## config.mk

```make
export PLATFORM = sky130hd
export DESIGN_NAME = host_i2c_target
export DESIGN_NICKNAME = d
export VERILOG_FILES = /design/src/rtl/host_i2c_target.sv
export SDC_FILE = /design/constraint.sdc
export NUM_CORES = 1
export LEC_CHECK = 0
export ABC_CLOCK_PERIOD_IN_PS = 2360
export BUFFER_PORTS_ARGS = -buffer_cell sky130_fd_sc_hd__buf_2
export CAP_MARGIN = 0
export CORE_UTILIZATION = 58
export CTS_BUF_LIST = sky130_fd_sc_hd__clkbuf_16
export CTS_CLUSTER_SIZE = 12
export DETAILED_ROUTE_END_ITERATION = 8
export PLACE_DENSITY = 0.79
export SLEW_MARGIN = 5
export SYNTH_ARGS = -nofsm -noshare
export SYNTH_HDL_FRONTEND = slang
export SYNTH_SLANG_ARGS = --single-unit
```

## constraint.sdc

```tcl
create_clock -name clock_sig -period 2.36 [get_ports clock_sig]
set_input_delay 0.236 -clock clock_sig [delete_from_list [all_inputs] [get_ports clock_sig]]
set_output_delay 0.236 -clock clock_sig [all_outputs]
set_load 0.01 [all_outputs]
```

## src/rtl/host_i2c_target.sv

```systemverilog
// host_i2c_target: I2C target front-end for the HOST_SCL/HOST_SDA link.
// Filters the raw pad levels, decodes START/STOP, matches DEVICE_ADDR and
// moves bytes between the bus and the core rx/tx streams.
// Optional feature macro: HOST_I2C_STRETCH_EN enables SCL clock stretching;
// without it, a busy rx path NACKs and an empty tx path returns 8'hFF.
module host_i2c_target #(
  parameter logic [6:0]  DEVICE_ADDR  = 7'h55,
  parameter int unsigned FILTER_DEPTH = 3
) (
  input  logic       clock_sig,
  input  logic       reset_sig,
  input  logic       scl_i,
  input  logic       sda_i,
  output logic       scl_oe,
  output logic       sda_oe,
  output logic [7:0] rx_data,
  output logic       rx_first,
  output logic       rx_valid,
  input  logic       rx_ready,
  input  logic [7:0] tx_data,
  input  logic       tx_valid,
  output logic       tx_ready,
  output logic       busy
);
  localparam int unsigned CNT_W = 4;
  localparam int unsigned BIT_W = 4;

  typedef enum logic [3:0] {
    IDLE, ADDR, ADDR_ACK, WR_BIT, WR_ACK, RD_LOAD, RD_BIT, RD_ACK, IGNORE
  } state_t;

  // index 1 = SCL, index 0 = SDA
  logic [1:0]       meta_q, sync_q, filt_q, prev_q;
  logic [CNT_W-1:0] cnt_q [2];

  logic scl_f, sda_f, scl_rise_c, scl_fall_c, start_c, stop_c;

  state_t           state_q, state_d;
  logic [BIT_W-1:0] bit_cnt_q, bit_cnt_d;
  logic [7:0]       shreg_q, shreg_d;
  logic             rw_q, rw_d, first_q, first_d;
  logic             scl_oe_d, sda_oe_d, rx_first_d, rx_valid_d, tx_ready_d, busy_d;
  logic [7:0]       rx_data_d;

  // Two-flop synchronizer plus a level filter that needs FILTER_DEPTH agreeing samples
  always_ff @(posedge clock_sig) begin
    if (reset_sig) begin
      meta_q   <= 2'b11;
      sync_q   <= 2'b11;
      filt_q   <= 2'b11;
      prev_q   <= 2'b11;
      cnt_q[0] <= '0;
      cnt_q[1] <= '0;
    end else begin
      meta_q <= {scl_i, sda_i};
      sync_q <= meta_q;
      prev_q <= filt_q;
      for (int i = 0; i < 2; i++) begin
        if (sync_q[i] == filt_q[i]) begin
          cnt_q[i] <= '0;
        end else if (cnt_q[i] == CNT_W'(FILTER_DEPTH - 1)) begin
          filt_q[i] <= sync_q[i];
          cnt_q[i]  <= '0;
        end else begin
          cnt_q[i] <= cnt_q[i] + CNT_W'(1);
        end
      end
    end
  end

  assign scl_f      = filt_q[1];
  assign sda_f      = filt_q[0];
  assign scl_rise_c = scl_f & ~prev_q[1];
  assign scl_fall_c = ~scl_f & prev_q[1];
  assign start_c    = scl_f & prev_q[0] & ~sda_f;
  assign stop_c     = scl_f & ~prev_q[0] & sda_f;

  // State and registered outputs
  always_ff @(posedge clock_sig) begin
    if (reset_sig) begin
      state_q   <= IDLE;
      bit_cnt_q <= '0;
      shreg_q   <= 8'h00;
      rw_q      <= 1'b0;
      first_q   <= 1'b0;
      scl_oe    <= 1'b0;
      sda_oe    <= 1'b0;
      rx_data   <= 8'h00;
      rx_first  <= 1'b0;
      rx_valid  <= 1'b0;
      tx_ready  <= 1'b0;
      busy      <= 1'b0;
    end else begin
      state_q   <= state_d;
      bit_cnt_q <= bit_cnt_d;
      shreg_q   <= shreg_d;
      rw_q      <= rw_d;
      first_q   <= first_d;
      scl_oe    <= scl_oe_d;
      sda_oe    <= sda_oe_d;
      rx_data   <= rx_data_d;
      rx_first  <= rx_first_d;
      rx_valid  <= rx_valid_d;
      tx_ready  <= tx_ready_d;
      busy      <= busy_d;
    end
  end

  // Next-state and output decode; START/STOP override every state
  always_comb begin
    state_d    = state_q;
    bit_cnt_d  = bit_cnt_q;
    shreg_d    = shreg_q;
    rw_d       = rw_q;
    first_d    = first_q;
    scl_oe_d   = scl_oe;
    sda_oe_d   = sda_oe;
    rx_data_d  = rx_data;
    rx_first_d = rx_first;
    rx_valid_d = rx_valid & ~rx_ready;
    tx_ready_d = 1'b0;
    busy_d     = busy;

    if (start_c || stop_c) begin
      state_d   = start_c ? ADDR : IDLE;
      bit_cnt_d = '0;
      scl_oe_d  = 1'b0;
      sda_oe_d  = 1'b0;
      busy_d    = 1'b0;
    end else begin
      case (state_q)
        ADDR: begin
          if (scl_rise_c && bit_cnt_q != BIT_W'(8)) begin
            shreg_d   = {shreg_q[6:0], sda_f};
            bit_cnt_d = bit_cnt_q + BIT_W'(1);
          end else if (scl_fall_c && bit_cnt_q == BIT_W'(8)) begin
            if (shreg_q[7:1] == DEVICE_ADDR) begin
              sda_oe_d = 1'b1;
              rw_d     = shreg_q[0];
              busy_d   = 1'b1;
              state_d  = ADDR_ACK;
            end else begin
              state_d = IGNORE;
            end
          end
        end
        ADDR_ACK: begin
          if (scl_fall_c) begin
            sda_oe_d  = 1'b0;
            bit_cnt_d = '0;
            if (rw_q) begin
              state_d = RD_LOAD;
            end else begin
              first_d = 1'b1;
              state_d = WR_BIT;
            end
          end
        end
        WR_BIT: begin
          if (scl_rise_c && bit_cnt_q != BIT_W'(8)) begin
            shreg_d   = {shreg_q[6:0], sda_f};
            bit_cnt_d = bit_cnt_q + BIT_W'(1);
          end else if (bit_cnt_q == BIT_W'(8) && (scl_fall_c || scl_oe)) begin
            if (!rx_valid) begin
              rx_data_d  = shreg_q;
              rx_valid_d = 1'b1;
              rx_first_d = first_q;
              first_d    = 1'b0;
              sda_oe_d   = 1'b1;
              scl_oe_d   = 1'b0;
              state_d    = WR_ACK;
            end else begin
`ifdef HOST_I2C_STRETCH_EN
              scl_oe_d = 1'b1;
`else
              sda_oe_d = 1'b0;
              state_d  = IGNORE;
`endif
            end
          end
        end
        WR_ACK: begin
          if (scl_fall_c) begin
            sda_oe_d  = 1'b0;
            bit_cnt_d = '0;
            state_d   = WR_BIT;
          end
        end
        RD_LOAD: begin
          if (tx_valid) begin
            tx_ready_d = 1'b1;
            shreg_d    = tx_data;
            sda_oe_d   = ~tx_data[7];
            scl_oe_d   = 1'b0;
            bit_cnt_d  = BIT_W'(1);
            state_d    = RD_BIT;
          end else begin
`ifdef HOST_I2C_STRETCH_EN
            scl_oe_d = 1'b1;
`else
            shreg_d   = 8'hFF;
            sda_oe_d  = 1'b0;
            bit_cnt_d = BIT_W'(1);
            state_d   = RD_BIT;
`endif
          end
        end
        RD_BIT: begin
          if (scl_fall_c) begin
            if (bit_cnt_q == BIT_W'(8)) begin
              sda_oe_d = 1'b0;
              state_d  = RD_ACK;
            end else begin
              sda_oe_d  = ~shreg_q[6];
              shreg_d   = {shreg_q[6:0], 1'b1};
              bit_cnt_d = bit_cnt_q + BIT_W'(1);
            end
          end
        end
        RD_ACK: begin
          if (scl_rise_c && sda_f) begin
            state_d = IGNORE;
          end else if (scl_fall_c) begin
            state_d = RD_LOAD;
          end
        end
        IDLE, IGNORE: ;
        default: state_d = IDLE;
      endcase
    end
  end

endmodule
```

# Word-level counts from Yosys, hierarchy flattened

Memories as Yosys holds them, arrays and structs flattened.
Cells that the tools add are included.

Add/subtract/negate cells: 3
Mux-type cells: 81
Reduce and logical (&&, ||, !) cells: 28
Bitwise operators: 26
Equality and inequality tests: 38

Operators with widths:

| operator              | number |
|---|---|
| $mux W4               | 23 |
| $mux W1               | 47 |
| $mux W8               | 4 |
| $pmux W4 S8           | 1 |
| $reduce_and A5 Y1     | 5 |
| $ne A2 B2 Y1 const B  | 12 |
| $ne A3 B3 Y1 const B  | 8 |
| $pmux W8 S3           | 1 |
| $eq A4 B2 Y1 const B  | 4 |
| $eq A4 B3 Y1 const B  | 4 |
| $pmux W4 S4           | 1 |
| $not A1 Y1            | 13 |
| $add A4 B1 Y4 const B | 3 |
| $reduce_and A10 Y1    | 1 |
| $eq A4 B4 Y1 const B  | 2 |
| $ne A4 B4 Y1 const B  | 2 |
| $reduce_and A8 Y1     | 1 |
| $reduce_or A2 Y1      | 4 |
| $and A1 B1 Y1         | 7 |
| $eq A7 B7 Y1 const B  | 1 |
| $reduce_and A7 Y1     | 1 |
| $or A1 B1 Y1          | 6 |
| $pmux W1 S5           | 1 |
| $reduce_bool A5 Y1    | 1 |
| other kinds (14)      | 23 |

Bits in writable memories: 8
Memories: 1
Output and inout port bits: 14
Logic and storage cells: 194
Register bits: 40
Input bits: 14

Memory list:

| name  | words | bits a word | read ports | clocked after memory_dff | wr ports | line | source |
|---|---|---|---|---|---|---|---|
| cnt_q | 2     | 4           | 2          | 0                        | 2        | 34   | `logic [CNT_W-1:0] cnt_q [2];` |

# Logic depth before layout (Yosys ltp)

Gate-level depths: netlist of run 1.

Depth after elaboration: 8
Gate-level depth with buffers: 8

# Least setup slack after synthesis of run 1

Ideal clock, no wire load.

Kind: register to register
From: reg bit_cnt_q[0]
To: reg first_q
Stages on the path, launching flop included: 9
Slack: 577 ps
Period minus slack after synthesis: 1,783 ps
Library setup time: 128 ps
Data arrival time: 1,655 ps
Path buffers: 1
Cell sequence: dfxtp_1 -> inv_1 -> ha_1 -> and3b_1 -> nand2_1 -> or4_4 -> buf_6 -> a32oi_1 -> nor2_1

Cells in the longest elaborated chain, start to end: 4
Elaborated cells on any way between the ends: 7
Those cells by class: 4 x eq/ne; 3 x reduce/logical

Ends and longest elaborated chain:

| item                                         | line     | source |
|---|---|---|
| start, declared                              | 39       | `logic [BIT_W-1:0] bit_cnt_q, bit_cnt_d;` |
| start signal, assigned                       | 95       | `bit_cnt_q <= bit_cnt_d;` |
| $eq A4 B4 Y1 or $ne A4 B4 Y1 (tied branches) | 163, 160 |  |
| $logic_and A1 B1 Y1 (on tied branches)       | 163, 160 |  |
| $ne A2 B2 Y1 (no line)                       | --       |  |
| $reduce_and A7 Y1 (no line) *                | --       |  |
| end signal, assigned                         | 98       | `first_q <= first_d;` |
| end, declared                                | 41       | `logic rw_q, rw_d, first_q, first_d;` |

Every way passes the cells marked *; elsewhere a longest branch is shown, timed or not.
A chain may end at the register's enable or synchronous reset.

# Final worst setup path of run 1

From: reg state_q[2]
To: reg bit_cnt_q[2]

Cells in the longest elaborated chain, start to end: 4
Elaborated cells on any way between the ends: 15
Those cells by class: 10 x eq/ne; 1 x mux; 4 x reduce/logical

Ends and longest elaborated chain:

| item                                                         | line | source |
|---|---|---|
| start, declared                                              | 38   | `state_t state_q, state_d;` |
| start signal, assigned                                       | 94   | `state_q <= state_d;` |
| $eq A4 B2 Y1 (tied with other cells)                         | 131  | `case (state_q)` |
| $reduce_or A2 Y1 (no line)                                   | --   |  |
| $ne A2 B1 Y1 (no line) or $reduce_bool A4 Y1 (tied branches) | --   |  |
| $reduce_and A5 Y1 (no line)                                  | --   |  |

Several ways; a longest one is shown, not always the timed one.

==> results of run 1 <==
==> stage by stage <==
step                      std cells  power (uW)  setup WS [ns]  utilization, %  hold WS [ns]
final                           360        1660          0.209            69.9         0.127
after floorplan                 286         912          0.577               -         0.340
after CTS                       360        1670          0.241            69.9         0.125
after global placement          352         936          0.302            66.0         0.394
after detailed placement        352         937          0.241            66.0         0.394
after global routing            360        1710         0.0639            69.9         0.128
==> cells by family after synthesis <==
| logic type | count (synthesis) | synth area share [%] |
|---|---|---|
| compound gates | 60 | 17.7 |
| fa+ha+maj | 6 | 3.00 |
| flops | 47 | 40.8 |
| mux | 15 | 6.01 |
| other cells | 2 | 0.300 |
| xor+xnor | 8 | 2.80 |
| simple gates | 111 | 23.6 |
| buf+inv | 30 | 5.76 |
==> area by class of cell <==
class | instances | area, um^2 | area share [%]
inverters | 13 | 48.8 | 1.72
well taps | 50 | 62.6 | 2.21
clock buffers | 6 | 150 | 5.30
multi-input cells | 209 | 1360 | 48.0
clock inverters | 2 | 8.76 | 0.309
flip-flops and latches | 47 | 1020 | 36.0
repair buffers | 33 | 183 | 6.44
==> worst max-delay path, delay by kind of cell, from the launching register on <==
family / cells / cell delay [ns]
DFF: 1 / 0.69
and+or+nand+nor: 2 / 0.49
AOI/OAI and AO/OA: 3 / 0.86
==> report_power, final <==
part	switching (uW)	leakage, uW	internal [uW]
Combinational	46.7	0.000738	35.2
Clock	292	0.0000794	451
Sequential	10.1	0.000398	829
==> synthesized netlist by cell type, types with 3 or more instances <==
library cell | count | area share [%]
buf_4 | 4 | 1.2
nor2b_1 | 7 | 1.8
xnor2_1 | 4 | 1.4
buf_2 | 7 | 1.4
nand2b_1 | 7 | 1.8
nor2_1 | 34 | 5.1
a21oi_1 | 17 | 3.4
edfxtp_1 | 8 | 9.6
a21o_1 | 3 | 0.90
xor2_1 | 4 | 1.4
nor3_1 | 6 | 1.2
and3b_1 | 3 | 1.1
or3_1 | 3 | 0.75
o21ai_0 | 6 | 1.2
or2_2 | 6 | 1.5
nand2_1 | 20 | 3.0
nand3_1 | 8 | 1.6
mux2i_1 | 15 | 6.0
clkbuf_1 | 5 | 0.75
a211o_1 | 3 | 1.1
inv_1 | 12 | 1.8
a22oi_1 | 3 | 0.90
a31oi_1 | 3 | 0.75
dfxtp_1 | 39 | 31
a311o_1 | 6 | 2.4
ha_1 | 6 | 3.0
nor3b_1 | 4 | 1.2
==> flip-flops by register name, indices dropped and copies added (netlist names), 2 cells and up <==
signal	flops
filt_q	2
sync_q	2
meta_q	2
bit_cnt_q	4
rx_data	8
shreg_q	8
state_q	4
cnt_q	8
prev_q	2
==> layout by cell type (no fill, tap or decap), types with 3 or more instances in the layout <==
cell type	instances
dfxtp_1	39
nor2_1	34
buf_2	26
nand2_1	20
a21oi_1	17
mux2i_1	15
inv_1	12
conb_1	9
nand3_1	8
edfxtp_1	8
nand2b_1	7
nor2b_1	7
buf_4	7
o21ai_0	6
or2_2	6
nor3_1	6
a311o_1	6
ha_1	6
clkbuf_16	6
xor2_1	4
nor3b_1	4
xnor2_1	4
and3b_1	3
a21o_1	3
a211o_1	3
a31oi_1	3
a22oi_1	3
or3_1	3
==> routing by layer <==
metal	share of wire (%)	wire length, um	track usage, %
met5	0	0	0
met4	3.0	159	12.2
met3	5.1	269	6.08
met2	49	2630	43.8
met1	43	2260	29.8
==> final timing paths <==
check / slack [ns] / end / startpoint
min: 0.13 / meta_q[1]$_SDFF_PP1_ / scl_i
max reg2reg: 0.21 / bit_cnt_q[2]$_SDFFE_PP0P_ / state_q[2]$_SDFFE_PP0P_
min reg2reg: 0.41 / sync_q[0]$_SDFF_PP1_ / meta_q[0]$_SDFF_PP1_
max: 0.21 / bit_cnt_q[2]$_SDFFE_PP0P_ / state_q[2]$_SDFFE_PP0P_
==> flow_summary.toml, run 1 <==
[placement]
port_buffers = 26
hpwl_mm = 3.96
dpl-instance-area_mm2 = 0.00268
gp_congestion = 0.937

[outcome]
outcome = "finished, final reports clean"

[sta]
fin_crit_ns = 2.15
setup-violations-final = 0
period_share_pct = 91.1
clock-skew-final_ns = 0.00270
fmax_ghz = 0.465
relSlewSlack_pct = 61.3
hold_viol = 0
rsz0062_at_grt = "false"
setup-tns-final_ns = 0
final_max_slew_viol_count = 0
tightest_slew_ns = 0.579

[pwr]
powerDensity_mw_per_mm2 = 587
leakagePower_uw = 0.00122
max-vdd-ir-drop_uv = 407

[cts]
cts_htree_levels = 2
cts_tree = "built"
numCtsBuffers = 5
postCtsResizedCells = 0
clockRootBuffer = "clkbuf_16"
clock_path_buffers = 2
clock_sinks = 47
post_cts_hold_buffer_count = 0
clkTransAtPathRegs_ns = 0.06
post-cts-setup-buffers = 0
clk_latency_ns = 0.29

[setup_path]
slowest_delay_ns = 0.69
slowest_stage = "dfxtp_1"
crit_type = "reg -> reg"
r2r_cells = 5
worst_ep_required_time_ns = 2.54
cp_cell_sequence = "nor2_2 > or3_4 > a221oi_4 > o21ai_2 > a32o_1"
arrival_ns = 2.33
worstPathMaxFanout = 19
crit_path_start_kind = "flop"
cp-end-kind = "flop"

[layout]
drive_above_1_share_pct = 18.1
fin_area_mm2 = 0.00284
syn2layout_area_growth_pct = 13.4
finalNetCount = 329
fillerInstances = 328
antenna_cells = 0

[global_routing]
track_usage_pct = 25.6
first_global_vias = 1896
grt_max_degree = 25
overflow = 0
grt_pass1_wl_mm = 8.65
antenna_found_initial = 0

[logic_synthesis]
netlist_area_mm2 = 0.00250
synth_area_per_cell_um2 = 8.96
async_flop_share_pct = 0
ys_ff_latch = 47
synth.distinct_cells = 56
yosys_warnings = 0
synth_edf_count = 8
seq_area_frac_synth_pct = 40.8
synth_flop_cell = "dfxtp_1"
synth_cells = 279

[hold_path]
whs_path_depth = 2
hp-class = "in -> reg"

[die]
dieArea_mm2 = 0.00458
ios = 28
fp.coreArea_mm2 = 0.00406
fp.dieW_um = 67.7
initial_core_util_pct = 61.6
fp-row-count = 23
die_h_um = 67.7

[detailed_routing]
route.detailed.drc = 0
first_iter_violations = 109
ant_nets = 0
wl_per_cell_um = 14.8
wirelength_mm = 5.32
firstDrtPassIters = 4
routed-via-count = 2040
avgViaCountPerCell = 5.67

[run]
maxCapViolCount = 0
Note: power is estimated with default switching activity, not from simulation.
==> run 2, diff against run 1 <==
- ABC_AREA: unset -> 1
==> flow_summary.toml, run 2 <==
[detailed_routing]
wirelength_mm = 5.35
wl_per_cell_um = 12.6
ant_nets = 0
route.detailed.drc = 0
avgViaCountPerCell = 5.32
routed-via-count = 2259
firstDrtPassIters = 4
first_iter_violations = 158

[setup_path]
arrival_ns = 1.99
cp-end-kind = "flop"
slowest_stage = "dfxtp_1"
cp_cell_sequence = "inv_1 > ha_1 > nand3_2 > nand2_1 > nand2_1 > o21ai_4 > nor3_4 > nor2_1 > nor2_1"
worstPathMaxFanout = 8
crit_family = "simple AND/OR/NAND/NOR gates"
slowest_delay_ns = 0.43
path_buf_inv = 1
crit_path_start_kind = "flop"
crit_type = "reg -> reg"
worst_ep_required_time_ns = 2.58

[sta]
setup-violations-final = 0
period_share_pct = 74.9
setup-tns-final_ns = 0
final_max_slew_viol_count = 0
fin_crit_ns = 1.77
fmax_ghz = 0.566
rsz0062_at_grt = "false"
hold_viol = 0
clock-skew-final_ns = 0.00563

[cts]
clk_latency_ns = 0.29
clkTransAtPathRegs_ns = 0.07
clock_sinks = 47
post_cts_hold_buffer_count = 0
cts_htree_levels = 2
postCtsResizedCells = 0
cts_tree = "built"
clock_path_buffers = 2
clockRootBuffer = "clkbuf_16"
post-cts-setup-buffers = 0
numCtsBuffers = 5

[die]
fp.dieW_um = 67.3
die_h_um = 67.3
dieArea_mm2 = 0.00453
initial_core_util_pct = 60.9
ios = 28
fp-row-count = 23
fp.coreArea_mm2 = 0.00406

[logic_synthesis]
synth_area_per_cell_um2 = 7.33
async_flop_share_pct = 0
synth_edf_count = 8
netlist_area_mm2 = 0.00247
ys_ff_latch = 47
synth_flop_cell = "dfxtp_1"
synth_top_cell_by_area = "dfxtp_1"
yosys_warnings = 0
synthTopCellsByArea = "dfxtp_1 (32%), edfxtp_1 (9.7%), nand2_1 (9.4%)"
yosysMostFrequentCell = "nand2_1"
synth.distinct_cells = 32
yosysTopAreaCellShare_pct = 31.6
seq_area_frac_synth_pct = 41.3
synth_cells = 337
yosys-top-cells-count = "nand2_1 (62), nor2_1 (57), nand3_1 (43)"

[global_routing]
overflow = 0
grt_pass1_wl_mm = 8.85
first_global_vias = 1931
grt_max_degree = 29
track_usage_pct = 26.3
antenna_found_initial = 0

[pwr]
switching_share_pct = 42.9
clock_power_share_pct = 21.3
total_power_uw = 3190
share_seq_of_total_power_pct = 35.2
max-vdd-ir-drop_uv = 624
power_frac_comb_pct = 43.5
intPower_uw = 1820
leakagePower_uw = 0.00131
powerDensity_mw_per_mm2 = 1140
p_sw_uw = 1370

[layout]
fin_area_mm2 = 0.00281
drive_above_1_share_pct = 20.0
syn2layout_area_growth_pct = 13.5
final_cell_mix = "nand2_1 (62), nor2_1 (57), nand3_1 (43), dfxtp_1 (39)"
reg.largest.list = "cnt_q x8, rx_data x8, shreg_q x8"
finalNetCount = 394
antenna_cells = 0
final_common_cell = "nand2_1"
final_core_util_pct = 69.1
final_cells = 425

[placement]
gp_congestion = 0.949
dpl-instance-area_mm2 = 0.00266
port_buffers = 26
dp.cells = 417
hpwl_mm = 3.90

[run]
maxCapViolCount = 0

[outcome]
outcome = "finished, final reports clean"

[hold_path]
hp-class = "in -> reg"
-- run 2: cell count changes after synthesis, sizes merged, moves of 6 or more --
| cell | change |
|---|---|
| o21ai | +10 |
| a311o | -6 |
| inv | +22 |
| buf | -8 |
| nand2b | -8 |
| nor2b | -7 |
| nand3 | +37 |
| nor2 | +35 |
| nand2 | +51 |
| mux2i | -15 |
-- run 2: cell type report --
type	count	area (um^2)
clock buffers	5	125
fillers	338	1250
clock inverters	3	16.3
multi-input cells	257	1310
repair buffers	27	138
inverters	36	136
flip-flops and latches	47	1020
well taps	50	62.6
-- run 2: kinds of logic after synthesis --
group / Yosys count / share of synthesized area, %
simple gates: 196 / 37.5
flops: 47 / 41.3
compound gates: 42 / 9.52
buf+inv: 40 / 6.89
fa+ha+maj: 6 / 3.04
xor+xnor: 4 / 1.42
other cells: 2 / 0.304
-- run 2: power groups by stage --
| stage | sequential [uW] | combinational [uW] | clock, uW |
|---|---|---|---|
| after floorplan | 1090 | 1140 | 0 |
| after global placement | 1120 | 1350 | 0 |
| after detailed placement | 1130 | 1360 | 0 |
| after CTS | 1120 | 1370 | 689 |
| after global routing | 1140 | 1580 | 708 |
| final | 1120 | 1390 | 678 |
-- run 2: per-layer routing --
layer	part of all wire, %	vias to the layer above	GRT usage (%)
li1	-	1164	-
met1	49	1024	36.7
met2	45	66	40.9
met3	4.8	5	5.57
met4	1.1	0	7.18
met5	0	-	0
-- run 2: stage by stage --
step | setup WS (ns) | hold WS (ns)
2_1_floorplan | 0.837 | 0.308
3_3_place_gp | 0.687 | 0.391
3_5_place_dp | 0.624 | 0.397
4_1_cts | 0.608 | 0.129
5_1_grt | 0.390 | 0.137
6_report | 0.593 | 0.131
-- run 2: path summary, 6_finish.rpt --
path,from,to,slack [ns],depth (start not counted)
setup / recovery,bit_cnt_q[0]$_SDFFE_PP0P_,shreg_q[1]$_SDFFE_PP0P_,0.59,9
hold / removal,scl_i,meta_q[1]$_SDFF_PP1_,0.13,2
setup reg to reg,bit_cnt_q[0]$_SDFFE_PP0P_,shreg_q[1]$_SDFFE_PP0P_,0.59,9
hold reg to reg,meta_q[0]$_SDFF_PP1_,sync_q[0]$_SDFF_PP1_,0.41,1
